### config.mk
export PLATFORM = sky130hd
export DESIGN_NAME = uart_rx_controller
export DESIGN_NICKNAME = d
export VERILOG_FILES = /design/src/rtl/uart_rx_controller.sv
export SDC_FILE = /design/constraint.sdc
export NUM_CORES = 1
export LEC_CHECK = 0
export ABC_CLOCK_PERIOD_IN_PS = 4900
export CORE_AREA = 2 2 84 86
export DETAILED_ROUTE_END_ITERATION = 8
export DIE_AREA = 0 0 86 88
export PLACE_DENSITY = 0.82
export SYNTH_ARGS = -nofsm -noshare
export SYNTH_HDL_FRONTEND = slang
export SYNTH_SLANG_ARGS = --single-unit
### constraint.sdc
create_clock -name clk -period 4.9 [get_ports clk]
set_input_delay 0.735 -clock clk [delete_from_list [all_inputs] [get_ports clk]]
set_output_delay 0.735 -clock clk [all_outputs]
set_load 0.01 [all_outputs]
### src/rtl/uart_rx_controller.sv
// UART receive controller: generates the oversample tick, assembles data bits
// reported by the bit detector into bytes (LSB first), buffers good bytes in a
// small FIFO for the host and keeps sticky framing/overrun error flags.
module uart_rx_controller #(
  parameter int DIV_W      = 16,
  parameter int FIFO_DEPTH = 4
) (
  input  logic                          clk,
  input  logic                          rst_n,
  input  logic                          rx_en,
  input  logic [DIV_W-1:0]              baud_div,
  output logic                          sample_tick,
  input  logic                          bd_active_rx,
  input  logic                          bd_bit_ready,
  input  logic                          bd_rx_bit,
  input  logic                          bd_done,
  input  logic                          bd_framing_err,
  output logic [7:0]                    rx_data,
  output logic                          rx_valid,
  input  logic                          rx_ready,
  output logic [$clog2(FIFO_DEPTH):0]   fifo_count,
  output logic                          rx_busy,
  output logic                          frame_err,
  output logic                          overrun_err,
  input  logic                          err_clr
);

  localparam int PTR_W = $clog2(FIFO_DEPTH);
  localparam int CNT_W = PTR_W + 1;

  typedef enum logic [1:0] {
    DISABLED,
    WAIT_IDLE,
    IDLE,
    RECV
  } state_t;

  state_t state, state_next;

  logic [DIV_W-1:0] tick_cnt;
  logic             tick_hit;

  logic             in_recv;
  logic             start_frame;
  logic             take_bit;
  logic             frame_end;
  logic             frame_good;
  logic             frame_bad;

  logic [7:0]       shreg;
  logic [3:0]       bit_cnt;

  logic [7:0]       mem [FIFO_DEPTH];
  logic [PTR_W-1:0] wr_ptr;
  logic [PTR_W-1:0] rd_ptr;
  logic [CNT_W-1:0] count;
  logic             fifo_full;
  logic             pop;
  logic             push;
  logic             overflow;

  // Using >= lets a smaller divisor written mid-count fire at once instead of wrapping
  assign tick_hit    = rst_n && rx_en && (tick_cnt >= baud_div);
  assign sample_tick = tick_hit;

  // Oversample tick counter: held at zero while the receiver is disabled
  always_ff @(posedge clk) begin
    if (!rst_n || !rx_en) begin
      tick_cnt <= '0;
    end else if (tick_hit) begin
      tick_cnt <= '0;
    end else begin
      tick_cnt <= tick_cnt + DIV_W'(1);
    end
  end

  // FSM state register
  always_ff @(posedge clk) begin
    if (!rst_n) begin
      state <= DISABLED;
    end else begin
      state <= state_next;
    end
  end

  // FSM next state: WAIT_IDLE keeps us from joining a frame that is already underway
  always_comb begin
    state_next = state;
    case (state)
      DISABLED:  if (rx_en)         state_next = WAIT_IDLE;
      WAIT_IDLE: if (!bd_active_rx) state_next = IDLE;
      IDLE:      if (bd_active_rx)  state_next = RECV;
      RECV:      if (bd_done)       state_next = IDLE;
      default:                      state_next = DISABLED;
    endcase
    if (!rx_en) begin
      state_next = DISABLED;
    end
  end

  // FSM outputs: busy flag and the frame-start strobe that clears the assembler
  always_comb begin
    in_recv     = (state == RECV);
    rx_busy     = (state == RECV);
    start_frame = (state == IDLE) && (state_next == RECV);
  end

  assign take_bit   = in_recv && bd_bit_ready;
  assign frame_end  = in_recv && bd_done;
  assign frame_good = frame_end && (bit_cnt == 4'd8) && !bd_framing_err;
  assign frame_bad  = frame_end && !frame_good;

  // Byte assembly: shift right so the first received bit ends up in bit 0
  always_ff @(posedge clk) begin
    if (!rst_n || start_frame) begin
      shreg   <= '0;
      bit_cnt <= '0;
    end else if (take_bit) begin
      shreg <= {bd_rx_bit, shreg[7:1]};
      if (bit_cnt != 4'd8) begin
        bit_cnt <= bit_cnt + 4'd1;
      end
    end
  end

  assign fifo_full = (count == CNT_W'(FIFO_DEPTH));
  assign rx_valid  = (count != '0);
  assign rx_data   = mem[rd_ptr];
  assign fifo_count = count;
  assign pop       = rx_valid && rx_ready;
  assign push      = frame_good && (!fifo_full || pop);
  assign overflow  = frame_good && fifo_full && !pop;

  // Receive FIFO: a pop in the same cycle frees room for a push into a full FIFO
  always_ff @(posedge clk) begin
    if (!rst_n) begin
      wr_ptr <= '0;
      rd_ptr <= '0;
      count  <= '0;
      for (int i = 0; i < FIFO_DEPTH; i++) begin
        mem[i] <= '0;
      end
    end else begin
      if (push) begin
        mem[wr_ptr] <= shreg;
        wr_ptr      <= wr_ptr + PTR_W'(1);
      end
      if (pop) begin
        rd_ptr <= rd_ptr + PTR_W'(1);
      end
      case ({push, pop})
        2'b10:   count <= count + CNT_W'(1);
        2'b01:   count <= count - CNT_W'(1);
        default: count <= count;
      endcase
    end
  end

  // Sticky error flags: a new event in the clear cycle wins over the clear
  always_ff @(posedge clk) begin
    if (!rst_n) begin
      frame_err   <= 1'b0;
      overrun_err <= 1'b0;
    end else begin
      frame_err   <= frame_bad | (frame_err & ~err_clr);
      overrun_err <= overflow  | (overrun_err & ~err_clr);
    end
  end

endmodule

==> run summary, run 1 <==
placed cell count = 446
Post-Syn Nets = 376
Final min period = 3640 ps
data arrival time of the worst path = 2910 ps
RSZ-0062 raised after global routing = no
Sink Count = 73
Synth Warn # = 0
row count = 30
R2R Setup Slk = 2420 ps
GPL Wtd Cong = 0.751
setup TNS = 0 ps
Synth Area per Inst = 10.9 um^2
Setup Buffers After CTS = 0
most frequent cells in the layout = 41 x dfxtp_1, 41 x clkdlybuf4s50_1, 33 x and2_1
ant diodes = 0
crit end category = primary output
Layout Skew = 12.2 ps
first-pass GRT wire length = 11.2 mm
CP max-delay cell = clkdlybuf4s50_1
CP required = 4160 ps
Via density = 5.47
antenna violations before repair = 0
die area = 0.00757 mm^2
Finished Layout Cells = 462
R2R depth = 8
Syn-to-layout area delta = 19.2%
hold_buf cts = 0
flops & latches, synth = 73
EDFF count, synth = 32
hold slack = 488 ps
Leak = 1.62 nW
Final Total Pwr = 0.00116 W
PD cells = 271 mW/mm^2
clock buffer depth = 2
vias in the first global route = 2442
Final period util = 74.4%
CTS root buffer = clkbuf_8
Crit Path Max Fanout = 3
WL/cell = 14.1 um
Gate Count Post-Synth = 330
Clock Latency Late Sink = 350 ps
Critical Path Start Type = input port
fin nets = 423
Die X = 86 um
final setup fails = 0
maximum vdd drop = 0.143 mV
Most used DFF post-synth = dfxtp_1
crit-path max cell delay = 570 ps
Die Y = 88 um
DR iter-0 viols = 134
Layout fillers = 504
Seq/Total Area, Yosys = 49.7%
Slew Limit Headroom = 60.6%
FFs w/ async S/R, synth = 0%
GR Overflow Total = 0
WHS Path Cells = 2
maximum achievable frequency = 274 MHz
H-Tree Depth = 3
Initial DRT Pass Iterations = 4
routed vias = 2529
GR Util All Layers = 19.2%
post-cts gate resize count = 0
CTS Buf Count = 9
post-detail-place hpwl = 4.65 mm
io pins = 42
pin count of the biggest net entering global routing = 27
Port Buffers = 41
CP Class = input port to primary output
antenna violation net count after detailed routing = 0
synthesized area = 0.00358 mm^2
core box area = 0.00664 mm^2
CTS tree = built
status = completed
Yosys cell types = 46
worst-path cell chain = clkdlybuf4s50_1, inv_1, ha_1, nand4_1, nor3_1, o211ai_1, a31oi_1, clkdlybuf4s50_1
fin. max-slew vios = 0
Initial Util = 53.9%
cell mode on critical path = clkdlybuf4s50_1
Hold WC Path Type = register to register
DR DRC count = 0
clk slew on worst S/H paths = 80 ps
max cap viols = 0
final WL = 6.53 mm
Hold Vio Cnt, Final = 0
Worst Max-Slew Pin Slew = 591 ps
share of layout cells above drive strength 1 = 9.42%
-- final timing paths --
check,startpoint,endpoint
worst min-delay path,overrun_err,overrun_err
worst max-delay path,baud_div[14],sample_tick
worst max register to register,bit_cnt[0],mem[0][2]
worst min register to register,overrun_err,overrun_err
-- report_power, final --
part | total, W | internal [W] | switching (W)
logic | 0.0000673 | 0.0000375 | 0.0000298
clock network | 0.000438 | 0.000193 | 0.000245
registers | 0.000653 | 0.000648 | 0.00000566
total | 0.00116 | 0.000878 | 0.000280
-- critical path: cells and delay by family --
kind / cells / cell delay [ps]
buffers and inverters: 3 / 1100
adder cells (fa/ha/maj): 1 / 280
AO/OA/AOI/OAI: 2 / 390
AND/OR/NAND/NOR: 2 / 410
-- per-layer routing --
| layer | up-vias | GRT usage (%) | share of wire (%) |
|---|---|---|---|
| met5 | - | 0 | 0 |
| met4 | 0 | 9.24 | 2.0 |
| met3 | 13 | 4.05 | 3.3 |
| met2 | 54 | 32.1 | 49 |
| met1 | 1206 | 23.9 | 46 |
| li1 | 1256 | - | - |
-- registers in the layout (all words and copies together), names as in the netlist, named ones only --
register / flops
state: 2
fifo_count: 3
bit_cnt: 4
mem: 32
shreg: 8
overrun_err: 1
tick_cnt: 16
rd_ptr: 2
wr_ptr: 2
frame_err: 1
-- kinds of logic (layout without fill, tap and decap cells) --
| kind of cell | after synthesis | count (layout) | share of synthesized area (%) |
|---|---|---|---|
| simple gates | 139 | 139 | 23.0 |
| flops | 73 | 73 | 49.7 |
| compound gates | 33 | 33 | 5.69 |
| buf+inv | 33 | 85 | 3.49 |
| xor+xnor | 23 | 23 | 5.62 |
| fa+ha+maj | 20 | 20 | 7.19 |
| mux | 9 | 9 | 5.31 |
-- cell type report --
cell class              instances  area, um^2  share of cell area (%)
clock inverters                 7        61.3                    1.44
repair buffers                 44         433                    10.1
multi-input cells             224        1680                    39.3
inverters                      25        93.8                    2.20
well taps                      80         100                    2.34
flip-flops and latches         73        1780                    41.7
clock buffers                   9         124                    2.90
-- Yosys cell counts (2+ instances only) --
| cell type | n | area share (%) |
|---|---|---|
| nand2_1 | 31 | 3.2 |
| nand2b_1 | 4 | 0.70 |
| nand4_1 | 6 | 1.0 |
| xnor2_1 | 9 | 2.2 |
| nor2_1 | 24 | 2.5 |
| and4_1 | 4 | 0.98 |
| nand3_1 | 11 | 1.5 |
| dfxtp_1 | 41 | 23 |
| clkbuf_1 | 6 | 0.63 |
| o21a_1 | 2 | 0.42 |
| a31oi_1 | 2 | 0.35 |
| a21oi_1 | 16 | 2.2 |
| inv_1 | 25 | 2.6 |
| mux4_2 | 8 | 5.0 |
| and3_1 | 13 | 2.3 |
| o21ai_0 | 3 | 0.42 |
| ha_1 | 19 | 6.6 |
| edfxtp_1 | 32 | 27 |
| and2_1 | 33 | 5.8 |
| nor3b_4 | 2 | 1.0 |
| xor2_1 | 14 | 3.4 |
-- through the flow --
step / area (um^2) / setup slack (ps) / util, %
final: 4270 / 1260 / 64.3
after global routing: 4270 / 1180 / 64.3
after CTS: 4270 / 1270 / 64.3
after detailed placement: 4090 / 1290 / 61.5
after global placement: 4090 / 1310 / 61.5
after floorplan: 3580 / 2360 / -
(Power assumes the default switching activity.)
==> run 2, diff against run 1 <==
==> config.mk (replaced) <==
export PLATFORM = sky130hd
export DESIGN_NAME = uart_rx_controller
export DESIGN_NICKNAME = d
export VERILOG_FILES = /design/src/rtl/uart_rx_controller.sv
export SDC_FILE = /design/constraint.sdc
export NUM_CORES = 1
export LEC_CHECK = 0
export ABC_CLOCK_PERIOD_IN_PS = 3200
export CORE_AREA = 2 2 88 90
export DETAILED_ROUTE_END_ITERATION = 8
export DIE_AREA = 0 0 90 92
export PLACE_DENSITY = 0.79
export SYNTH_ARGS = -nofsm -noshare
export SYNTH_HDL_FRONTEND = slang
export SYNTH_SLANG_ARGS = --single-unit
==> constraint.sdc (replaced) <==
create_clock -name clk -period 3.2 [get_ports clk]
set_input_delay 0.48 -clock clk [delete_from_list [all_inputs] [get_ports clk]]
set_output_delay 0.48 -clock clk [all_outputs]
set_load 0.01 [all_outputs]
==> run 2 against run 1 <==
Critical path depth stayed put; clock power rose by 58%; first-iteration DRC count down 31%; largest cell class unchanged; design area is 1.1% higher.
==> run summary, run 2 (synthesis gave the netlist of run 1 again) <==
Die Y = 92 um
first-pass GRT wire length = 11.2 mm
Worst Max-Slew Pin Slew = 516 ps
status = completed
maximum vdd drop = 0.268 mV
max FFs per register = 32
share of layout cells above drive strength 1 = 9.66%
Final Total Pwr = 0.00180 W
post-detail-place hpwl = 4.74 mm
CP max-delay cell = clkdlybuf4s50_1
die area = 0.00828 mm^2
CP required = 2720 ps
CTS tree = built
GPL Wtd Cong = 0.774
WP buf/inv = 3
io pins = 42
Crit Path Max Fanout = 3
final core utilization = 58.0%
data arrival time of the worst path = 2620 ps
Final min period = 3100 ps
Setup Buffers After CTS = 0
CTS root buffer = clkbuf_8
ant diodes = 0
Slew Limit Headroom = 65.3%
cell mode on critical path = clkdlybuf4s50_1
routed vias = 2471
Initial DRT Pass Iterations = 4
Clock Latency Late Sink = 340 ps
DR DRC count = 0
Port Buffers = 41
max cap viols = 0
core box area = 0.00745 mm^2
Hold WC Path Type = register to register
setup TNS = 0 ps
Layout Skew = 11.5 ps
clock buffer depth = 2
final setup fails = 0
PD cells = 416 mW/mm^2
Syn-to-layout area delta = 20.5%
largest registers = mem: 32 flops, tick_cnt: 16 flops, shreg: 8 flops
pin count of the biggest net entering global routing = 25
Leak = 1.62 nW
Finished Layout Cells = 485
Sink Count = 73
Largest delay share family, worst path = buffers and inverters
H-Tree Depth = 3
WL/cell = 13.0 um
DR iter-0 viols = 93
worst-path cell chain = clkdlybuf4s50_1, inv_1, ha_1, nand4_1, nor3_2, o211ai_1, a31oi_1, clkdlybuf4s50_1
fin nets = 424
Via density = 5.09
Die X = 90 um
Critical Path Start Type = input port
CP Class = input port to primary output
Initial Util = 48.1%
placed cell count = 469
row count = 32
CTS Buf Count = 9
GR Overflow Total = 0
final WL = 6.33 mm
crit-path max cell delay = 560 ps
Hold Vio Cnt, Final = 0
fin. max-slew vios = 0
vias in the first global route = 2492
antenna violations before repair = 0
maximum achievable frequency = 322 MHz
GR Util All Layers = 16.8%
Final period util = 96.9%
clk slew on worst S/H paths = 70 ps
antenna violation net count after detailed routing = 0
register bank with the most flops = mem
hold slack = 496 ps
most frequent cells in the layout = 41 x dfxtp_1, 41 x clkdlybuf4s50_1, 33 x and2_1
crit end category = primary output
==> run 2: cell count changes in the layout (fill, tap and decap cells not counted), sizes merged <==
cell,before,now
inv,29,26
clkinv,1,3
buf,3,4
bufinv,0,1
==> run 2: metal layers <==
metal / up-vias / routed length (um) / global-route usage [%]
li1: 1252 / - / -
met1: 1167 / 2910 / 20.5
met2: 41 / 3120 / 28.9
met3: 11 / 219 / 4.60
met4: 0 / 82 / 5.51
met5: - / 0 / 0
==> run 2: where the power goes <==
group	switching [W]	internal, W	leakage [nW]
sequential	0.00000944	0.000992	0.634
clock	0.000336	0.000358	0.0932
combinational	0.0000447	0.0000574	0.897
==> run 2: per-stage QoR <==
step                instance area (um^2)  setup slack, ps
global placement                    4120              101
global route                        4320            -30.2
detailed placement                  4120             26.9
finish                              4320             97.6
floorplan                           3580              921
CTS                                 4310             11.7
==> run 2: timing repair <==
item,CTS,global route
hold buffers,0,0
resized for setup,0,1
setup endpoints to repair,0,1
==> run 2: path summary, 6_finish.rpt <==
check	from	end	slack (ps)	cells past startpoint
worst min-delay path	overrun_err	overrun_err	500	2
worst min register to register	overrun_err	overrun_err	500	2
worst max register to register	bit_cnt[0]	mem[0][2]	920	7
worst max-delay path	baud_div[15]	sample_tick	100	8
==> run 2: worst reg2reg max path, cell delays in order, from the launching register on <==
cell and delay, ps:
dfxtp_1 330, inv_1 90, ha_1 220, nand3b_4 120, nor4_4 350, nand2_4 130, nor3_4 290, nand2b_1 420
==> run 2: final cells by class <==
cell class                 instances  area [um^2]
fill                             652         3130
sequential                        73         1780
multi-input combinational        224         1680
timing repair buffer              45          440
tap                              102          128
clock buffer                       9          124
inverter                          25         93.8
clock inverter                     7         68.8
==> run 3, diff against run 2 <==
--- a/config.mk
+++ b/config.mk
@@ -6,6 +6,7 @@
 export NUM_CORES = 1
 export LEC_CHECK = 0
 export ABC_CLOCK_PERIOD_IN_PS = 3200
+export CAP_MARGIN = 5
 export CORE_AREA = 2 2 88 90
 export DETAILED_ROUTE_END_ITERATION = 8
 export DIE_AREA = 0 0 90 92
==> constraint.sdc (replaced) <==
create_clock -name clk -period 3.2 [get_ports clk]
set_input_delay 0.96 -clock clk [delete_from_list [all_inputs] [get_ports clk]]
set_output_delay 0.96 -clock clk [all_outputs]
set_load 0.01 [all_outputs]
==> run 3 against run 2 <==
The run now ends with setup timing left; register-to-register slack worse by 30 ps; cell count up 2.9%; maximum frequency down 3.6%; flip-flop and latch count unchanged; clock skew up 0.69 ps; global-route usage up 0.78 points; critical path depth unchanged.
==> run summary, run 3 (synthesis gave the netlist of run 1 again) <==
status = finished with violations
failing checks = setup timing
ant diodes = 0
Leak = 1.71 nW
max cap viols = 0
GR Overflow Total = 0
Hold WC Path Type = register to register
GR Util met3 = 3.70%
core box area = 0.00745 mm^2
final setup fails = 1
dpl ws = -806 ps
hold_buf cts = 0
clk slew on worst S/H paths = 70 ps
Via density = 5.08
Worst Max-Slew Pin Slew = 522 ps
crit end category = primary output
Hold Vio Cnt, Final = 0
CTS Buf Count = 9
row count = 32
WL/cell = 14.0 um
maximum vdd drop = 0.195 mV
CP required = 2240 ps
most frequent cells in the layout = 41 x dfxtp_1, 33 x and2_1, 32 x edfxtp_1
worst hold endpoint = overrun_err
routed vias = 2536
cell area after layout = 0.00461 mm^2
CTS tree = built
Layout fillers = 584
Syn-to-layout area delta = 28.6%
DR iter-0 viols = 127
Initial DRT Pass Iterations = 4
Critical Path Start Type = input port
RSZ-0062 raised after global routing = yes
met1 usage = 22.0%
max FFs per register = 32
Die Y = 92 um
Final Total Pwr = 0.00189 W
GR Util All Layers = 17.6%
vias in the first global route = 2464
R2R Setup Slk = 890 ps
WHS Path Cells = 2
CTS root buffer = clkbuf_8
io pins = 42
DR DRC count = 0
global routing's busiest layer = met2
Initial Util = 48.1%
r2r endpoint = fifo_count[2]
Port Buffers = 41
met2 GRT Util = 29.5%
H-Tree Depth = 3
antenna violation net count after detailed routing = 0
Clock Latency Late Sink = 350 ps
Worst R2R Start = bit_cnt[0]
placed cell count = 478
antenna violations before repair = 0
Finished Layout Cells = 499
Crit Path Max Fanout = 2
Worst Hold Launch = overrun_err
Layout Skew = 12.1 ps
die area = 0.00828 mm^2
commonest non-fill, non-tap cell in the layout = dfxtp_1
Sink Count = 73
Slew Limit Headroom = 64.9%
data arrival time of the worst path = 2260 ps
Final min period = 3220 ps
register bank with the most flops = mem
final WL = 6.98 mm
Die X = 90 um
share of layout cells above drive strength 1 = 22.4%
PD cells = 410 mW/mm^2
clock buffer depth = 2
R2R depth = 10
CP Class = input port to primary output
pin count of the biggest net entering global routing = 24
largest registers = mem: 32 flops, tick_cnt: 16 flops, shreg: 8 flops
fin. max-slew vios = 0
post-detail-place hpwl = 4.90 mm
maximum achievable frequency = 311 MHz
final worst slack = -18.4 ps
GPL Wtd Cong = 0.744
fin nets = 438
Final period util = 101%
first-pass GRT wire length = 11.7 mm
Placed Area = 0.00419 mm^2
run 3: cell count changes in the layout (fill, tap and decap cells not counted), moves of 2 or more:
cell             change
inv_2               +10
ha_1                -13
inv_1               -11
clkinv_2             +2
ha_4                +11
ha_2                 +2
clkdlybuf4s50_1     -17
buf_2                +2
buf_4               +14
clkdlybuf4s15_1      +3
dlygate4sd2_1        +4
buf_6                +8
run 3: how the worst max path moves through the flow:
stage / startpoint / end / slack (ps) / depth (start not counted)
floorplan: baud_div[0] / sample_tick / 210 / 5
CTS: baud_div[6] / sample_tick / 3 / 8
detailed placement: baud_div[15] / sample_tick / -810 / 8
finish: baud_div[9] / sample_tick / -20 / 8
global placement: baud_div[15] / sample_tick / -810 / 8
global route: baud_div[15] / sample_tick / -150 / 8
run 3: stage by stage:
step           TNS, ps  hold slack [ps]  utilization (%)
2_1_floorplan        0              457                -
4_1_cts              0              502             60.5
5_1_grt           -151              537             61.9
3_5_place_dp      -806              490             56.2
6_report         -18.4              494             61.9
3_3_place_gp      -811              480             56.2
run 3: final cells by class:
class	count	area, um^2	area share, %
Multi-Input combinational cell	224	1850	40.2
Clock inverter	6	83.8	1.82
Sequential cell	73	1780	38.7
Inverter	25	96.3	2.09
Tap cell	102	128	2.77
Timing Repair Buffer	59	541	11.7
Clock buffer	10	128	2.77
run 3: repair_timing:
action                                 4_1_cts  5_1_grt
pin swaps                                   24       11
setup buffers                                3        2
endpoints found under the hold margin        0        0
setup endpoints to repair                    1        1
gates resized for setup                     60       21
run 3: metal layers:
layer  vias up  wire (um)
met5         -          0
met4         0        125
met3        14        220
met2        44       3520
met1      1200       3110
li1       1278          -
run 3: critical path, cell delays in order:
cell	delay (ps)
buf_6	70
inv_2	40
ha_4	260
nand4_1	180
nor3_2	240
o211ai_1	160
a31oi_1	200
buf_2	150
run 3: where the power goes:
group | leakage (nW) | internal [W] | switching, W
combinational | 0.968 | 0.0000665 | 0.0000543
sequential | 0.634 | 0.000992 | 0.00000919
clock | 0.110 | 0.000436 | 0.000332
==> RTL edit (config.mk and constraints of run 2) <==
The 4 states of `state_t` get a one-hot encoding in 4 bits.
--- a/src/rtl/uart_rx_controller.sv
+++ b/src/rtl/uart_rx_controller.sv
@@ -29,9 +29,9 @@
   localparam int CNT_W = PTR_W + 1;
 
-  typedef enum logic [1:0] {
-    DISABLED,
-    WAIT_IDLE,
-    IDLE,
-    RECV
+  typedef enum logic [3:0] {
+    DISABLED  = 4'b0001,
+    WAIT_IDLE = 4'b0010,
+    IDLE      = 4'b0100,
+    RECV      = 4'b1000
   } state_t;
 
Behaviour: same outputs for any inputs over 10 cycles, from zero or initial values and one cycle with rst_n low; not proved beyond that.
==> RTL edit against run 2 <==
Wire length rose by 7.5%; clock power about the same; highest routed layer unchanged; sequential cell count grew 2; sequential share of layout area is 1.0 points lower; clock skew is 0.0050 ns lower; setup slack improved by 0.29 ns; utilization up 2.8 points; design area grew 4.9%; first-iteration DRC count fell by 1.1%; synthesized area up 6.0%; power increased by 2.0%.
==> RTL edit: results (changes against run 2) <==
placed_design:
  dp_hpwl_um: 5099  # +7.7%
  place_area_mm2: 0.004318  # +4.8%
  portBuffers: 41  # unchanged
  gp_congestion: 0.7854  # +1.5%
clock_tree:
  clk_path_buf_depth: 2  # unchanged
  cts_setup_buffers: 0  # unchanged
  cts-buffers-inserted: 9  # unchanged
  cts.reportedPaths.clkPinSlew_ns: 0.08
  root_buffer: "clkbuf_8"
  clk_latency_ns: 0.35
  htreeDepth: 3  # unchanged
critical_path:
  path_delay_family: "compound AO/OA/AOI/OAI gates"
  critPathMaxStageDelay_ns: 0.40  # -0.16 ns
  worst-path-max-fanout: 2  # -1
  crit_arrival_ns: 2.33  # -0.29 ns
  slowest_stage: "clkdlybuf4s50_1"
logic_synthesis:
  synth_nets: 400  # +6.4%
  synth_seq_area_share_pct: 47.97  # -1.7 points
  synthTopCellsByCount: "43 x dfxtp_1, 33 x nor2_1, 32 x and2_1, 32 x edfxtp_1, 28 x inv_1"
  yosys.area.top_type: "edfxtp_1"
  synth_area_leaders: "edfxtp_1 25%, dfxtp_1 23%, ha_1 6.3%"
  synthArstFlopShare_pct: 0  # unchanged
  yosysUniqueCellTypes: 52  # +13%
  synth-edff-count: 32  # unchanged
  synthFlopType: "dfxtp_1"
cells_and_area:
  fillers: 631  # -3.2%
  drive_gt1_share_pct: 10.86  # +1.2 points
  antenna_cells: 0  # unchanged
  nNetsFinal: 446  # +5.2%
  reg.largest.list: "mem: 32 flops, tick_cnt: 16 flops, shreg: 8 flops"
drt:
  vias: 2593  # +4.9%
  wirelength_um: 6797  # +7.5%
  dr.pass1.iters: 4  # unchanged
  first_iter_violations: 92  # -1.1%
timing:
  maxSlewHeadroom_pct: 59.24  # -6.0 points
  skew_ns: 0.006415  # -0.005038 ns
global_routing:
  grt_pass1_vias: 2666  # +7.0%
  track_usage_pct: 18.64  # +1.8 points
  grt_pass1_wl_um: 12400  # +10%
  antenna_found_initial: 0  # unchanged
  grt_max_degree: 25  # unchanged
run_status:
  status: "completed"
power_and_ir_drop:
  p_leak_nw: 1.725  # +6.2%
  pwr_density_cell_mw_per_mm2: 405.1  # -2.7%
  peakVddDrop_uv: 170.4  # -36%
worst_hold_path:
  hp-class: "reg -> reg"
RTL edit: cells by family after synthesis:
logic type               count (synthesis)  synth area share, %
XOR/XNOR                                24                5.535
AND/OR/NAND/NOR                        143                22.11
AO/OA/AOI/OAI                           36                6.327
adder cells (fa/ha/maj)                 20                6.788
buffers and inverters                   40                4.415
multiplexers                            16                6.853
flip-flops                              75                47.97
RTL edit: final timing paths:
kind                                  start       endpoint  slack [ns]  depth (start not counted)
worst max-delay path            baud_div[0]    sample_tick        0.39                          8
worst min-delay path             bit_cnt[1]     bit_cnt[1]        0.50                          2
worst max register to register   bit_cnt[0]  fifo_count[2]        0.89                         10
worst min register to register   bit_cnt[1]     bit_cnt[1]        0.50                          2
RTL edit: where the power goes:
part / internal, mW / switching (mW) / total [mW]
clock network: 0.300 / 0.394 / 0.694
registers: 1.02 / 0.0110 / 1.03
logic: 0.0623 / 0.0495 / 0.112
total: 1.38 / 0.455 / 1.83
RTL edit: worst min-delay path, stage by stage (launching register included):
cell	delay [ns]
dfxtp_1	0.34
nand2_1	0.06
a21oi_1	0.05
RTL edit: stage by stage:
stage | worst slack [ns] | cells | total power [mW]
2_1_floorplan | 1.009 | 354 | 1.098
3_3_place_gp | 0.05541 | 491 | 1.157
3_5_place_dp | 0.005967 | 491 | 1.162
4_1_cts | 0.03696 | 507 | 1.854
5_1_grt | 0.2582 | 507 | 1.913
6_report | 0.3899 | 507 | 1.834
RTL edit: metal layers:
layer | part of all wire (%) | global-route usage (%) | up-vias
met5 | 0 | 0 | -
met4 | 1.8 | 7.692 | 0
met3 | 2.2 | 3.451 | 10
met2 | 51 | 32.46 | 38
met1 | 45 | 22.85 | 1214
li1 | - | - | 1331
RTL edit: cell type report:
cell class | instances | area share, %
inverter | 28 | 2.321
sequential | 75 | 40.23
multi-input combinational | 239 | 40.29
tap | 102 | 2.818
timing repair buffer | 47 | 10.11
clock inverter | 7 | 1.492
clock buffer | 9 | 2.736
RTL edit: repair_timing:
| item | in CTS | in global routing |
|---|---|---|
| gates cloned | 0 | 0 |
| gates resized for setup | 1 | 2 |
| setup endpoints to repair | 1 | 1 |
| pin swaps | 0 | 1 |
